`src/rtl/mem_port_arbiter_pkg.sv`:
```
// Shared definitions for the instruction/data memory port arbiter:
// FSM state encoding, port owner encoding and the default abort timeout.
package mem_port_arbiter_pkg;

    typedef enum logic [1:0] {
        ST_IDLE  = 2'd0,
        ST_ISSUE = 2'd1,
        ST_DONE  = 2'd2
    } state_e;

    typedef enum logic {
        OWN_I = 1'b0,
        OWN_D = 1'b1
    } owner_e;

    localparam int unsigned TIMEOUT_DEFAULT = 16;

endpackage

```
`src/rtl/mem_timeout_counter.sv`:
```
// Counts memory-wait cycles of one transaction; expired_o flags the last
// permitted wait cycle (count == TIMEOUT-1).
module mem_timeout_counter
    import mem_port_arbiter_pkg::*;
#(
    parameter int unsigned TIMEOUT = TIMEOUT_DEFAULT
) (
    input  logic clk,
    input  logic reset,
    input  logic clear_i,
    input  logic enable_i,
    output logic expired_o
);

    localparam int unsigned CNT_W = (TIMEOUT > 1) ? $clog2(TIMEOUT) : 1;
    localparam logic [CNT_W-1:0] LIMIT = CNT_W'(TIMEOUT - 1);

    logic [CNT_W-1:0] cnt_q;

    // Wait-cycle counter: cleared when a transaction is issued, advanced per unacked cycle.
    always_ff @(posedge clk) begin
        if (reset) begin
            cnt_q <= {CNT_W{1'b0}};
        end else if (clear_i) begin
            cnt_q <= {CNT_W{1'b0}};
        end else if (enable_i) begin
            cnt_q <= cnt_q + CNT_W'(1);
        end else begin
            cnt_q <= cnt_q;
        end
    end

    assign expired_o = (cnt_q == LIMIT);

endmodule

```
`src/rtl/mem_port_arbiter.sv`:
```
// Round-robin arbiter sharing one single-port memory between the fetch and
// data stages, with per-transaction timeout abort and registered outputs.
module mem_port_arbiter
    import mem_port_arbiter_pkg::*;
#(
    parameter int unsigned TIMEOUT = TIMEOUT_DEFAULT
) (
    input  logic        clk,
    input  logic        reset,
    input  logic        if_req,
    input  logic [31:0] if_addr,
    output logic [31:0] if_rdata,
    output logic        if_ready,
    input  logic        d_req,
    input  logic        d_we,
    input  logic [31:0] d_addr,
    input  logic [31:0] d_wdata,
    output logic [31:0] d_rdata,
    output logic        d_ready,
    output logic        stall_if,
    output logic        stall_mem,
    output logic        mem_req,
    output logic        mem_we,
    output logic [31:0] mem_addr,
    output logic [31:0] mem_wdata,
    input  logic [31:0] mem_rdata,
    input  logic        mem_ack,
    output logic        err
);

    state_e      state_q, state_d;
    owner_e      owner_q, owner_d;
    owner_e      last_grant_q, last_grant_d;
    owner_e      grant_s;
    logic        mem_req_q, mem_req_d;
    logic        mem_we_q, mem_we_d;
    logic [31:0] mem_addr_q, mem_addr_d;
    logic [31:0] mem_wdata_q, mem_wdata_d;
    logic [31:0] if_rdata_q, if_rdata_d;
    logic [31:0] d_rdata_q, d_rdata_d;
    logic        if_ready_q, if_ready_d;
    logic        d_ready_q, d_ready_d;
    logic        err_q, err_d;
    logic        cnt_clear_s, cnt_en_s, expired_s;

    mem_timeout_counter #(
        .TIMEOUT (TIMEOUT)
    ) u_timeout (
        .clk       (clk),
        .reset     (reset),
        .clear_i   (cnt_clear_s),
        .enable_i  (cnt_en_s),
        .expired_o (expired_s)
    );

    // Next-state and next-output decode for the IDLE/ISSUE/DONE transaction FSM.
    always_comb begin
        state_d      = state_q;
        owner_d      = owner_q;
        last_grant_d = last_grant_q;
        mem_req_d    = 1'b0;
        mem_we_d     = mem_we_q;
        mem_addr_d   = mem_addr_q;
        mem_wdata_d  = mem_wdata_q;
        if_rdata_d   = if_rdata_q;
        d_rdata_d    = d_rdata_q;
        if_ready_d   = 1'b0;
        d_ready_d    = 1'b0;
        err_d        = 1'b0;
        cnt_clear_s  = 1'b0;
        cnt_en_s     = 1'b0;
        // On a tie the data port wins unless it had the previous grant.
        grant_s      = (d_req && (!if_req || (last_grant_q == OWN_I))) ? OWN_D : OWN_I;

        case (state_q)
            ST_IDLE: begin
                if (if_req || d_req) begin
                    state_d      = ST_ISSUE;
                    owner_d      = grant_s;
                    last_grant_d = grant_s;
                    mem_req_d    = 1'b1;
                    cnt_clear_s  = 1'b1;
                    if (grant_s == OWN_D) begin
                        mem_we_d    = d_we;
                        mem_addr_d  = d_addr;
                        mem_wdata_d = d_wdata;
                    end else begin
                        mem_we_d    = 1'b0;
                        mem_addr_d  = if_addr;
                        mem_wdata_d = 32'd0;
                    end
                end else begin
                    state_d = ST_IDLE;
                end
            end
            ST_ISSUE: begin
                if (mem_ack) begin
                    state_d = ST_DONE;
                    if (owner_q == OWN_D) begin
                        d_ready_d = 1'b1;
                        d_rdata_d = mem_we_q ? 32'd0 : mem_rdata;
                    end else begin
                        if_ready_d = 1'b1;
                        if_rdata_d = mem_rdata;
                    end
                end else if (expired_s) begin
                    state_d = ST_DONE;
                    err_d   = 1'b1;
                    if (owner_q == OWN_D) begin
                        d_ready_d = 1'b1;
                        d_rdata_d = 32'd0;
                    end else begin
                        if_ready_d = 1'b1;
                        if_rdata_d = 32'd0;
                    end
                end else begin
                    mem_req_d = 1'b1;
                    cnt_en_s  = 1'b1;
                end
            end
            ST_DONE: begin
                state_d = ST_IDLE;
            end
            default: begin
                state_d = ST_IDLE;
            end
        endcase
    end

    // State and output registers; reset abandons any transaction in flight.
    always_ff @(posedge clk) begin
        if (reset) begin
            state_q      <= ST_IDLE;
            owner_q      <= OWN_I;
            last_grant_q <= OWN_I;
            mem_req_q    <= 1'b0;
            mem_we_q     <= 1'b0;
            mem_addr_q   <= 32'd0;
            mem_wdata_q  <= 32'd0;
            if_rdata_q   <= 32'd0;
            d_rdata_q    <= 32'd0;
            if_ready_q   <= 1'b0;
            d_ready_q    <= 1'b0;
            err_q        <= 1'b0;
        end else begin
            state_q      <= state_d;
            owner_q      <= owner_d;
            last_grant_q <= last_grant_d;
            mem_req_q    <= mem_req_d;
            mem_we_q     <= mem_we_d;
            mem_addr_q   <= mem_addr_d;
            mem_wdata_q  <= mem_wdata_d;
            if_rdata_q   <= if_rdata_d;
            d_rdata_q    <= d_rdata_d;
            if_ready_q   <= if_ready_d;
            d_ready_q    <= d_ready_d;
            err_q        <= err_d;
        end
    end

    assign mem_req   = mem_req_q;
    assign mem_we    = mem_we_q;
    assign mem_addr  = mem_addr_q;
    assign mem_wdata = mem_wdata_q;
    assign if_rdata  = if_rdata_q;
    assign d_rdata   = d_rdata_q;
    assign if_ready  = if_ready_q;
    assign d_ready   = d_ready_q;
    assign err       = err_q;
    assign stall_if  = if_req & ~if_ready_q;
    assign stall_mem = d_req & ~d_ready_q;

endmodule

```
`config.mk`:
```
export PLATFORM = sky130hd
export DESIGN_NAME = mem_port_arbiter
export DESIGN_NICKNAME = d
export VERILOG_FILES = /design/src/rtl/mem_port_arbiter_pkg.sv /design/src/rtl/mem_timeout_counter.sv /design/src/rtl/mem_port_arbiter.sv
export SDC_FILE = /design/constraint.sdc
export NUM_CORES = 1
export LEC_CHECK = 0
export CAP_MARGIN = 20
export CORE_MARGIN = 2
export CORE_UTILIZATION = 39
export DETAILED_ROUTE_END_ITERATION = 10
export GPL_TIMING_DRIVEN = 0
export PLACE_DENSITY = 0.91
export SYNTH_ARGS = -nofsm -noshare
export SYNTH_HDL_FRONTEND = slang
export SYNTH_SLANG_ARGS = --single-unit
```
`constraint.sdc`:
```
create_clock -name clk -period 2.15 [get_ports clk]
set_clock_uncertainty 0.1 [all_clocks]
set_input_delay 0.215 -clock clk [delete_from_list [all_inputs] [get_ports clk]]
set_output_delay 0.215 -clock clk [all_outputs]
set_load 0.02 [all_outputs]
```
Word level (Yosys, flattened, before mapping)
Cells that the tools add are included.
{"block": "totals", "regBits": 140, "wordCells": 64, "input_bits": 134}
{"block": "classes", "reduce_logical": 12, "bitwise_logic": 6, "eq_ne": 3, "n_mux": 30, "addsub": 1}
{"cell": "two-way mux 32 bit", "count": 11}
{"cell": "two-way mux 1 bit", "count": 15}
{"cell": "AND reduction 3 bit", "count": 2}
{"cell": "adder 4 x 1 -> 4 bit, second input constant", "count": 1}
{"cell": "equality test 4 bit, second input constant", "count": 1}
{"cell": "two-way mux 2 bit", "count": 2}
{"cell": "NOT 1 bit", "count": 4}
{"cell": "case mux 2 bit (2 select lines)", "count": 1}
{"cell": "OR reduction 2 bit", "count": 2}
{"cell": "inequality test 3 bit, second input constant", "count": 1}
{"cell": "OR reduction 3 bit", "count": 1}
{"cell": "AND 1 bit", "count": 2}
{"cell": "equality test 2 x 1 -> 1 bit, second input constant", "count": 1}
{"cell": "logical NOT 2 bit", "count": 1}
{"cell": "logical OR 1 bit", "count": 2}
{"cell": "case mux 1 bit (2 select lines)", "count": 1}
{"cell": "AND reduction 2 bit", "count": 1}
{"cell": "nonzero test 2 bit", "count": 1}
{"cell": "logical AND 1 bit", "count": 1}
{"cell": "logical NOT 1 bit", "count": 1}

Depth between registers and ports, before layout
Gate-level depths: netlist of run 1.
{"block": "depth", "word_depth": 5, "mapped_depth": 6, "ltp_nobuf": 4}

Hierarchy
From an unflattened synthesis of run 1, not the netlist that was laid out.
{"block": "unflattened", "hier_cells": 597, "area_unflattened_um2": 5890.6}
{"module": "mem_port_arbiter", "area_each_um2": 5706.7, "seq_area_each_um2": 2722.6, "n_inst": 1, "cells_per_inst": 579}
{"module": "mem_timeout_counter", "area_each_um2": 183.9, "seq_area_each_um2": 80.1, "n_inst": 1, "cells_per_inst": 18}

Least setup slack after synthesis of run 1
Ideal clock, no wire load.
{"block": "synth_timing", "path_kind": "reg-to-reg", "start": "register u_timeout.cnt_q[0]", "end": "register u_timeout.cnt_q[3]", "arrival_time_ns": 1.454, "setup_slack_ns": 0.526, "stages_incl_launch_ff": 5, "setup_time_ns": 0.070, "n_path_buf": 0, "cell_sequence": "dfxtp_1 ha_1 a31o_2 or4_1 a21oi_1"}
{"block": "synth_between", "elab_chain_cells": 4, "word_cells_on_any_way": 5, "cone_classes": "add/sub (1); eq/ne (1); mux (3)"}
{"item": "start, declared", "line_no": "mem_timeout_counter.sv:18", "rtl": "logic [CNT_W-1:0] cnt_q;"}
{"item": "start signal, assigned", "line_no": "mem_timeout_counter.sv:23", "rtl": "cnt_q <= {CNT_W{1'b0}};"}
{"item": "start signal, assigned", "line_no": "mem_timeout_counter.sv:25", "rtl": "cnt_q <= {CNT_W{1'b0}};"}
{"item": "start signal, assigned", "line_no": "mem_timeout_counter.sv:27", "rtl": "cnt_q <= cnt_q + CNT_W'(1);"}
{"item": "equality test 4 bit", "line_no": "mem_timeout_counter.sv:33", "rtl": "assign expired_o = (cnt_q == LIMIT);"}
{"item": "two-way mux 1 bit", "line_no": "mem_port_arbiter.sv:106", "rtl": "end else if (expired_s) begin"}
{"item": "two-way mux 1 bit", "line_no": "mem_port_arbiter.sv:97", "rtl": "if (mem_ack) begin"}
{"item": "two-way mux 1 bit", "line_no": "mem_port_arbiter.sv:75", "rtl": "case (state_q)"}
Several ways; a longest one is shown, not always the timed one.
A chain may end at the register's enable or synchronous reset.

Final worst setup path of run 1
{"block": "layout_timing", "start": "register u_timeout.cnt_q[0]", "end": "register if_rdata_q[15] (netlist: if_rdata[15])"}
{"block": "layout_between", "elab_chain_cells": 3}
{"item": "equality test 4 bit", "line_no": "mem_timeout_counter.sv:33"}
{"item": "nonzero test 2 bit (no line)"}
{"item": "AND reduction 3 bit (no line)"}
{"item": "end signal, assigned", "line_no": "mem_port_arbiter.sv:153", "rtl": "if_rdata_q <= if_rdata_d;"}
{"item": "end, declared", "line_no": "mem_port_arbiter.sv:39", "rtl": "logic [31:0] if_rdata_q, if_rdata_d;"}
No other way between the ends.

==> results.cfg, run 1 <==
[timing]
hold_violations = 0
timing.slew.headroom_pct = 62.9
rsz0062_at_grt = no
timing.final.crit_share_pct = 92.2
worstMarginPinSlew_ns = 0.554
setup_tns_ns = 0
clock.fmax_ghz = 0.505
fin_crit_ns = 1.98
slew_viol_final = 0
setup_viol = 0

[pwr]
switching_power_mw = 1.90
p_seq_share_pct = 39.4
peakVddDrop_v = 0.000509
power.share.clock_pct = 42.5
leakage_nw = 3.15
p_sw_share_pct = 26.2
power_frac_comb_pct = 18.1
powerDensity_mw_per_mm2 = 833
p_int_mw = 5.34

[place]
port_buffers = 268
routabilityCongestion = 0.816
hpwlAfterDp_um = 13300

[synth]
synth_compound_area_share_pct = 22.5
synth_top_family_by_area = compound AO/OA/AOI/OAI gates
syn_avg_cell_area_um2 = 9.88
yosysTopAreaCellShare_pct = 54.3
synthAdderAreaFrac_pct = 0.242
synthMuxAreaShare_pct = 6.21
yosys_warnings = 0
synth_nets = 657
ys_types = 35
synthTopCellsByArea = dfxtp_1 54%, mux2i_1 6.2%, a22o_1 5.6%
synthXorXnorAreaFrac_pct = 0
ys_ff_latch = 140
seq_area_frac_synth_pct = 54.3
synthSimpleGateAreaFrac_pct = 12.1
syn-cell-area_mm2 = 0.00516
yosysTopAreaCell = dfxtp_1
syn_inst = 522

[critical_path]
worstSetupPathType = reg2reg
crit_path_start_kind = flip-flop
reg2reg_slack_ns = 0.17
crit_required_ns = 2.40
end_kind = flip-flop
crit_fanout = 10
arrival_ns = 2.23

[detailed_routing]
wl_per_cell_um = 18.1
vias_per_cell = 5.32
drtIter0Drc = 329
ant_nets = 0
wirelength_um = 18100
dr.pass1.iters = 5
vias = 5307
drc = 0

[clocking]
post_cts_resized = 0
cts-root-buf = clkbuf_16
clkLatencyLatePin_ns = 0.42
cts_setup_buffers = 0
clk_pin_slew_ns = 0.06
clock_path_buffers = 2
htreeDepth = 4
cts_buffers = 17
cts_sinks = 140
postCtsHoldBufs = 0
cts_tree = done

[die]
ios = 269
die_x_um = 119
die_h_um = 119
start_util_pct = 39.4
core-area_mm2 = 0.0131
dieArea_mm2 = 0.0142
rows = 42

[global_route]
grt_pass1_wl_um = 28000
track_usage_pct = 25.1
grt_overflow = 0
grt_pass1_vias = 5170
grt_max_degree = 17
antenna_found_initial = 0

[cells_and_area]
fin_nets = 944
fin_util_pct = 66.4
num_antenna_cells = 0
layout-drive-gt1-share_pct = 6.20
syn2layout_area_growth_pct = 68.4
fillCellCount = 999

[worst_hold_path]
hp-class = in2reg

[job]
cap_violations = 0

[run_status]
outcome = complete, no violations
==> per-layer routing <==
layer | part of all wire [%] | vias up | track usage (%)
met4 | 3.0 | 0 | 11.2
met2 | 50 | 212 | 42.3
met3 | 5.8 | 43 | 5.51
met5 | 0 | - | 0
met1 | 42 | 2538 | 30.7
li1 | - | 2514 | -
==> cell usage in the layout (no fill, tap or decap), types with 32 or more instances in the layout <==
master,netlist,final
o21ai_1,41,41
a22o_1,33,33
mux2i_1,32,32
clkbuf_1,35,35
a21oi_1,37,37
nand2_1,32,32
dfxtp_1,140,140
nand3_1,35,35
clkdlybuf4s50_1,0,268
nand4_1,32,32
o2bb2ai_1,32,32
==> through the flow <==
| step | hold slack, ns | power, mW | instances | area [um^2] | setup slack, ns |
|---|---|---|---|---|---|
| CTS | 0.280 | 7.26 | 998 | 8690 | 0.221 |
| global route | 0.294 | 7.48 | 998 | 8690 | 0.0222 |
| detailed placement | 0.340 | 4.20 | 966 | 8060 | 0.00329 |
| floorplan | 0.203 | 3.48 | 522 | 5160 | 0.526 |
| global placement | 0.336 | 4.18 | 966 | 8060 | 0.00666 |
| finish | 0.293 | 7.24 | 998 | 8690 | 0.168 |
==> critical path, cell delays in order, from the launching register on <==
cell and delay (ns):
dfxtp_1 0.33, ha_1 0.25, a31oi_2 0.45, clkbuf_1 0.39
o21ai_0 0.18, a21oi_1 0.20
==> power groups by stage <==
stage                     Clock [mW]  Combinational, mW  Sequential (mW)
after floorplan                    0              0.400             3.08
after global placement             0               1.28             2.90
after detailed placement           0               1.30             2.90
after CTS                       3.09               1.31             2.85
after global routing            3.22               1.39             2.87
final                           3.07               1.31             2.85
==> logic make-up after synthesis <==
logic type	after synthesis
muxes	32
DFF	140
AOI/OAI and AO/OA	177
buffers and inverters	54
adders and majority gates	1
and+or+nand+nor	118
==> synthesized netlist by cell type, drive strengths merged <==
| cell | instances |
|---|---|
| a21oi | 37 |
| or3b | 1 |
| or2 | 1 |
| inv | 2 |
| a31oi | 1 |
| and2 | 2 |
| or4 | 2 |
| a21boi | 1 |
| a21o | 2 |
| and3b | 1 |
| and3 | 1 |
| o21ai | 66 |
| mux2i | 32 |
| o2bb2ai | 32 |
| a31o | 1 |
| nand4 | 32 |
| or3 | 1 |
| buf | 17 |
| a22o | 33 |
| ha | 1 |
| nor2b | 2 |
| nand2b | 1 |
| dfxtp | 140 |
| nor4 | 2 |
| o31ai | 4 |
| nand2 | 32 |
| nand4b | 1 |
| nor2 | 2 |
| nor3b | 1 |
| nand3 | 35 |
| clkbuf | 35 |
| nor3 | 1 |
==> registers in the layout (all words and copies together), names as in the netlist <==
signal           cells
state_q              2
mem_wdata           32
err                  1
if_rdata            32
last_grant_q         1
mem_we               1
u_timeout.cnt_q      4
if_ready             1
d_rdata             32
mem_req              1
d_ready              1
mem_addr            32
==> cell type report <==
class / count / area (um^2) / share of cell area (%)
Tap cell: 176 / 220 / 2.53
Sequential cell: 140 / 2800 / 32.3
Inverter: 2 / 7.51 / 0.0864
Buffer: 52 / 234 / 2.69
Timing Repair Buffer: 268 / 2680 / 30.9
Multi-Input combinational cell: 328 / 2120 / 24.4
Clock buffer: 17 / 425 / 4.90
Clock inverter: 15 / 199 / 2.29
==> final timing paths <==
check,start,end,cells past startpoint
worst min register to register,d_rdata[26],d_rdata[26],2
worst max register to register,u_timeout.cnt_q[0],if_rdata[15],5
worst max-delay path,u_timeout.cnt_q[0],if_rdata[15],5
worst min-delay path,d_wdata[6],mem_wdata[6],2
Note: power is estimated with default switching activity, not from simulation.
==> inputs of run 2 (changes only) <==
--- a/config.mk
+++ b/config.mk
@@ -6,8 +6,9 @@
 export NUM_CORES = 1
 export LEC_CHECK = 0
 export CAP_MARGIN = 20
-export CORE_MARGIN = 2
+export CORE_MARGIN = 5
 export CORE_UTILIZATION = 39
+export CTS_CLUSTER_SIZE = 24
 export DETAILED_ROUTE_END_ITERATION = 10
 export GPL_TIMING_DRIVEN = 0
 export PLACE_DENSITY = 0.91
==> results.cfg, run 2 (synthesized netlist as in run 1, its figures left out) <==
[run_status]
outcome = complete, no violations

[die]
dieArea_mm2 = 0.0156
die_h_um = 125
rows = 42
ios = 269
start_util_pct = 39.4
die_x_um = 125
core-area_mm2 = 0.0131

[global_route]
grt_pass1_wl_um = 29400
antenna_found_initial = 0
grt_max_degree = 17
grt_overflow = 0
grt_pass1_vias = 5321
track_usage_pct = 23.6

[cells_and_area]
layout.cells.non_filler = 997
multi_input_area_mm2 = 0.00212
layout_commonest_cell = clkdlybuf4s50_1
fin_nets = 944
syn2layout_area_growth_pct = 69.0
num_antenna_cells = 0
final_cell_mix = 268 x clkdlybuf4s50_1, 140 x dfxtp_1, 41 x o21ai_1
fillCellCount = 951
regArea_mm2 = 0.00280
layout-drive-gt1-share_pct = 6.09

[timing]
setup_slack_ns = 0.182
clock.fmax_ghz = 0.508
setup_viol = 0
slew_viol_final = 0
hold_violations = 0
whs_ns = 0.288
timing.final.crit_share_pct = 91.6
fin_crit_ns = 1.97
worstMarginPinSlew_ns = 0.572
timing.slew.headroom_pct = 61.9
rsz0062_at_grt = no

[pwr]
peakVddDrop_v = 0.000504
powerDensity_mw_per_mm2 = 851
leakage_nw = 3.17

[clocking]
clock_path_buffers = 2
cts_sinks = 140
htreeDepth = 4
cts-root-buf = clkbuf_16
cts_buffers = 17
cts_tree = done
clk_pin_slew_ns = 0.06
cts_setup_buffers = 0
clkLatencyLatePin_ns = 0.42

[critical_path]
crit_fanout = 10
arrival_ns = 2.22
crit_path_start_kind = flip-flop
reg2reg_from = u_timeout.cnt_q[0]
reg2reg_slack_ns = 0.18
crit_required_ns = 2.40
worstSetupPathType = reg2reg
reg2regPathDepth = 5
end_kind = flip-flop
rr_endpoint = if_rdata[16]

[detailed_routing]
vias = 5283
ant_nets = 0
wirelength_um = 18900
dr.pass1.iters = 6
vias_per_cell = 5.30
wl_per_cell_um = 19.0
drtIter0Drc = 236
drc = 0

[job]
cap_violations = 0

[worst_hold_path]
hold_path_depth = 2
hold_end = mem_wdata[5]
min_from = d_wdata[5]
hp-class = in2reg

[place]
placedCellCount = 966
port_buffers = 268
routabilityCongestion = 0.829
post-place-ws_ns = -0.0220
hpwlAfterDp_um = 14300
[run 2: critical path, stage by stage (launching register included)]
cell	delay, ns
dfxtp_1	0.33
ha_1	0.27
a31oi_2	0.48
clkbuf_1	0.38
o21ai_0	0.15
a21oi_1	0.17
[run 2: worst max-delay path by stage]
stage / from / to / slack [ns] / cells past startpoint
finish: u_timeout.cnt_q[0] / if_rdata[16] / 0.18 / 5
global route: u_timeout.cnt_q[0] / if_rdata[6] / 0.04 / 5
CTS: u_timeout.cnt_q[0] / u_timeout.cnt_q[1] / 0.12 / 5
global placement: if_req / mem_wdata[8] / 0.01 / 6
floorplan: u_timeout.cnt_q[0] / u_timeout.cnt_q[3] / 0.53 / 4
detailed placement: if_req / mem_addr[25] / -0.02 / 6
[run 2: through the flow]
step / util [%] / setup TNS, ns / instance area, um^2 / power [mW]
finish: 66.6 / 0 / 8720 / 7.42
detailed placement: 61.6 / -0.0220 / 8060 / 4.21
global placement: 61.6 / 0 / 8060 / 4.19
CTS: 66.6 / 0 / 8720 / 7.46
global route: 66.6 / 0 / 8720 / 7.68
floorplan: - / 0 / 5160 / 3.48
[run 2: cell type report]
class                      count  share of cell area [%]
sequential                   140                    32.1
timing repair buffer         268                    30.8
multi-input combinational    328                    24.3
clock buffer                  21                    5.39
buffer                        52                    2.70
tap                          176                    2.53
clock inverter                10                    2.14
inverter                       2                  0.0861
[run 2: routing by layer]
metal / track usage (%) / share of wire [%]
met2: 38.6 / 49
met5: 0 / 0
met4: 12.0 / 4.2
met3: 6.91 / 6.4
met1: 28.2 / 41
[run 2: power breakdown]
group	total (mW)	internal, mW	switching [mW]
clock	3.26	2.14	1.11
sequential	2.85	2.76	0.0926
combinational	1.32	0.648	0.669
total	7.42	5.55	1.87
[run 2: repair_timing]
action	4_1_cts	5_1_grt
setup endpoints to repair	0	1
hold buffers	0	0
resized for setup	0	2
